[config.mk]
export PLATFORM = sky130hd
export DESIGN_NAME = gearbox_rx
export DESIGN_NICKNAME = d
export VERILOG_FILES = /design/src/rtl/gearbox_rx.sv
export SDC_FILE = /design/constraint.sdc
export NUM_CORES = 1
export LEC_CHECK = 0
export CAP_MARGIN = 25
export CORE_ASPECT_RATIO = 1.5
export CORE_MARGIN = 2
export CORE_UTILIZATION = 57
export DETAILED_ROUTE_END_ITERATION = 10
export PLACE_DENSITY = 0.76
export SYNTH_ARGS = -nofsm -noshare
export SYNTH_HDL_FRONTEND = slang
export SYNTH_SLANG_ARGS = --single-unit
[constraint.sdc]
create_clock -name USER_CLK -period 9 [get_ports USER_CLK]
set_clock_uncertainty 0.1 [all_clocks]
set_input_delay 1.8 -clock USER_CLK [delete_from_list [all_inputs] [get_ports USER_CLK]]
set_output_delay 1.8 -clock USER_CLK [all_outputs]
set_load 0.1 [all_outputs]
[src/rtl/gearbox_rx.sv]
// gearbox_rx: 80:67 receive gearbox for an Interlaken lane.
// Bit-offset window over two input words, aligned by a sync-header lock FSM.
`timescale 1ns/1ps
module gearbox_rx #(
  parameter int LOCK_CNT = 64,
  parameter int ERR_WIN  = 64,
  parameter int ERR_MAX  = 16
) (
  input  logic        USER_CLK,
  input  logic        RESET,
  input  logic [79:0] DATA_IN,
  output logic [66:0] DATA_OUT,
  output logic        DATA_VALID,
  output logic        WORD_LOCK,
  output logic        HDR_ERR,
  output logic [6:0]  OFFSET,
  output logic [7:0]  LOCK_LOSS_CNT
);

  localparam int GW = $clog2(LOCK_CNT + 1);
  localparam int EW = $clog2(ERR_WIN + 1);
  localparam int BW = $clog2(ERR_MAX + 1);

  typedef enum logic {
    HUNT   = 1'b0,
    LOCKED = 1'b1
  } state_t;

  state_t        state_q, state_d;
  logic [79:0]   d_q, d_qq;
  logic [159:0]  win;
  logic [7:0]    idx;
  logic [66:0]   w;
  logic          hdr_ok;
  logic [GW-1:0] good_q, good_d;
  logic [EW-1:0] hdr_q, hdr_d;
  logic [BW-1:0] bad_q, bad_d;
  logic [6:0]    off_q, off_d, slip;
  logic [7:0]    loss_q, loss_d;
  logic [66:0]   dout_q, dout_d;
  logic          vld_q, vld_d;
  logic          lock_q, lock_d;
  logic          err_q, err_d;

  // Older word in the low half so the window walks the bit stream upward.
  assign win    = {d_q, d_qq};
  assign idx    = {1'b0, off_q};
  assign w      = win[idx +: 67];
  assign hdr_ok = w[65] ^ w[64];
  assign slip   = (off_q == 7'd79) ? 7'd0 : off_q + 7'd1;

  // State, counters, input pipeline and registered outputs.
  always_ff @(posedge USER_CLK) begin
    if (RESET) begin
      state_q <= HUNT;
      d_q     <= '0;
      d_qq    <= '0;
      good_q  <= '0;
      hdr_q   <= '0;
      bad_q   <= '0;
      off_q   <= '0;
      loss_q  <= '0;
      dout_q  <= '0;
      vld_q   <= 1'b0;
      lock_q  <= 1'b0;
      err_q   <= 1'b0;
    end else begin
      state_q <= state_d;
      d_q     <= DATA_IN;
      d_qq    <= d_q;
      good_q  <= good_d;
      hdr_q   <= hdr_d;
      bad_q   <= bad_d;
      off_q   <= off_d;
      loss_q  <= loss_d;
      dout_q  <= dout_d;
      vld_q   <= vld_d;
      lock_q  <= lock_d;
      err_q   <= err_d;
    end
  end

  // Lock FSM: next state, counters and bit-slip offset.
  always_comb begin
    state_d = state_q;
    good_d  = good_q;
    hdr_d   = hdr_q;
    bad_d   = bad_q;
    off_d   = off_q;
    loss_d  = loss_q;
    unique case (state_q)
      HUNT: begin
        if (hdr_ok) begin
          if (good_q == GW'(LOCK_CNT - 1)) begin
            state_d = LOCKED;
            good_d  = '0;
            hdr_d   = '0;
            bad_d   = '0;
          end else begin
            good_d = good_q + GW'(1);
          end
        end else begin
          good_d = '0;
          off_d  = slip;
        end
      end
      LOCKED: begin
        if (!hdr_ok && bad_q == BW'(ERR_MAX - 1)) begin
          state_d = HUNT;
          good_d  = '0;
          hdr_d   = '0;
          bad_d   = '0;
          off_d   = slip;
          if (loss_q != 8'hFF) loss_d = loss_q + 8'd1;
        end else if (hdr_q == EW'(ERR_WIN - 1)) begin
          hdr_d = '0;
          bad_d = '0;
        end else begin
          hdr_d = hdr_q + EW'(1);
          if (!hdr_ok) bad_d = bad_q + BW'(1);
        end
      end
      default: begin
        state_d = HUNT;
      end
    endcase
  end

  // Output values registered from the header just checked.
  always_comb begin
    dout_d = w;
    err_d  = !hdr_ok;
    lock_d = (state_d == LOCKED);
    vld_d  = lock_d && hdr_ok;
  end

  assign DATA_OUT      = dout_q;
  assign DATA_VALID    = vld_q;
  assign WORD_LOCK     = lock_q;
  assign HDR_ERR       = err_q;
  assign OFFSET        = off_q;
  assign LOCK_LOSS_CNT = loss_q;

endmodule

==> results.toml <==
[run_status]
outcome = "completed"

[worst_setup_path]
cpPeakStageDelay_ns = 0.79
critPathMaxFanout = 74
critPathLaunchType = "flop"
worstPathCellList = "buf_4 -> inv_4 -> buf_4 -> nand2_1 -> o2111ai_1 -> xnor2_1 -> o211ai_4 -> a21oi_1 -> a2111oi_0"
cp_common_cell = "buf_4"
slowest_stage = "buf_4"
r2r_slack_ns = 4.10
crit_type = "reg -> reg"
crit_family = "buffers and inverters"
setup.worst_path.end_class = "flop"
arrival_ns = 5.24
worst_r2r_endpoint = "hdr_q[6]"
crit_required_ns = 9.34
cp-startpoint = "OFFSET[3]"
reg2reg_depth = 9
crit_buf_inv = 3
path_depth = 9
reg2reg_from = "OFFSET[3]"

[synthesis]
ys_async_sr_fraction = 0
ys_top_cells_by_area = "dfxtp_1, mux4_2, mux2i_1"
synth-edff-count = 0
yosysTopAreaCellShare = 0.268
ys_types = 75
synthTopCellsByCount = "nand2_1, dfxtp_1, nor2_1, mux4_2, mux2i_1"
ys_seq_area_frac = 0.268
synth_nets = 2142
synth_area_mm2 = 0.0197
yosysWarnings = 0
synth-seq-cells = 264
synth.largest_area_cell = "dfxtp_1"
synthCells = 2054
synthFlopType = "dfxtp_1"
synth.most_common_cell = "nand2_1"
synth.avg_cell_area_um2 = 9.60

[sta]
fmax_mhz = 204
max_slew_margin = 0.319
fin_ws_ns = 4.10
finalSetupViolCount = 0
finalSetupTns_ns = 0
period_share = 0.545
tightest_slew_ns = 1.02
fin_crit_ns = 4.90
finalMaxSlewViolations = 0
rsz0062_at_grt = "no"
hold_viol = 0

[detailed_routing]
vias_per_cell = 6.81
dr_total_vias = 17200
drt-total-wl_um = 70300
dr.pass1.iters = 5
wl_per_cell_um = 27.8
drc = 0
final_antenna_net_count = 0
drtIter0Drc = 1763

[clocking]
cts_setup_buffers = 0
clk_latency_ns = 0.58
htree_num_levels = 1
clockBufferDepth = 3
cts_tree = "yes"
clockRootBuffer = "clkbuf_16"
cts_resized = 0
cts.sinks = 264
clk_pin_slew_ns = 0.06
numCtsBuffers = 26
hold_buffers = 0

[grt]
track_usage = 0.389
grt_max_degree = 104
antenna_found_initial = 2
grt_pass1_vias = 16500
grt_pass1_wl_um = 105000
grt-ovfl-total = 0

[worst_hold_path]
hold_depth = 2
hold_class = "reg -> reg"
hold_end = "good_q[6]"
hold_start = "good_q[6]"

[final_layout]
drive_above_1_share = 0.190
area_delta_synth_final_pct = 12.7
fin_util = 0.650
finalNetCount = 2171
fin_cells = 2528

[floorplanning]
die_w_um = 156
start_util = 0.577
core_area_mm2 = 0.0342
die-area_mm2 = 0.0361
ios = 167
die_h_um = 232
rows = 83

[power]
power_w = 0.00578
p_per_area_mw_per_mm2 = 260
p_leak_nw = 8.88
vdd.ir_drop.worst_mv = 0.230

[placement]
place.gp.congestion = 1.04
io_buffers = 166
hpwl_um = 53600
place_inst = 2478
dp_slack_ns = 4.14

[run]
maxCapViolCount = 0
-- stage by stage --
stage	hold slack, ns	instance area, um2
4_1_cts	0.353	22200
2_1_floorplan	0.321	19700
3_3_place_gp	0.330	21300
3_5_place_dp	0.343	21300
5_1_grt	0.391	22200
6_report	0.355	22200
-- power by group --
part	leakage [nW]	switching (W)	internal [W]	total, W
Combinational	6.27	0.00196	0.00127	0.00323
Sequential	2.17	0.000161	0.00125	0.00141
Clock	0.436	0.000482	0.000646	0.00113
Total	8.88	0.00260	0.00317	0.00578
-- final cells by class --
cell class | instances | area, um2
Fill cell | 2815 | 11900
Sequential cell | 264 | 5300
Clock buffer | 33 | 748
Clock inverter | 13 | 133
Inverter | 29 | 120
Timing Repair Buffer | 186 | 1880
Antenna cell | 2 | 5.00
Multi-Input combinational cell | 1576 | 13500
Tap cell | 425 | 532
-- per-layer routing --
metal,vias to the layer above,GRT usage,wire length (um)
met5,-,0,16
met4,2,0.275,6200
met3,257,0.0722,6430
met2,1067,0.627,32600
met1,8343,0.468,25100
li1,7542,-,-
-- worst max path at each step --
stage / endpoint
final: hdr_q[6]
after global routing: hdr_q[6]
after CTS: hdr_q[6]
after detailed placement: hdr_q[6]
after global placement: LOCK_LOSS_CNT[4]
after floorplan: DATA_OUT[10]
-- logic make-up after synthesis --
| logic type | synth area share |
|---|---|
| AND/OR/NAND/NOR | 0.180 |
| multiplexers | 0.405 |
| flip-flops | 0.268 |
| XOR/XNOR | 0.00476 |
| buffers and inverters | 0.0473 |
| AO/OA/AOI/OAI | 0.0908 |
| adder cells (fa/ha/maj) | 0.00381 |
-- cell usage in the layout (no fill, tap or decap), drive strengths merged, types with 4 or more instances in the layout --
cell	count
mux2i	190
a211oi	11
mux2	98
or3	9
buf	21
o21ai	90
nor3	14
mux4	219
a32o	6
a211o	5
nand2	271
o22ai	16
o31ai	8
a31oi	18
and2	11
a22oi	4
o211a	4
inv	30
nor2	255
ha	6
a21oi	63
clkdlybuf4s50	165
and3	9
a311o	5
nor2b	162
dfxtp	264
or4	8
nand3	27
clkbuf	33
a221oi	4
o211ai	16
or2	5
xor2	6
clkinv	8
-- sequential cells by signal (all words and copies together), names as in the netlist, 5 cells and up --
register and count:
DATA_OUT 67, LOCK_LOSS_CNT 8, OFFSET 7, bad_q 5, d_q 80, d_qq 80
good_q 7, hdr_q 7
-- worst min-delay path, stage by stage, from the launching register on --
cell	delay, ns
dfxtp_1	0.32
nand2_1	0.06
a21oi_1	0.03
Note: power is estimated with default switching activity, not from simulation.
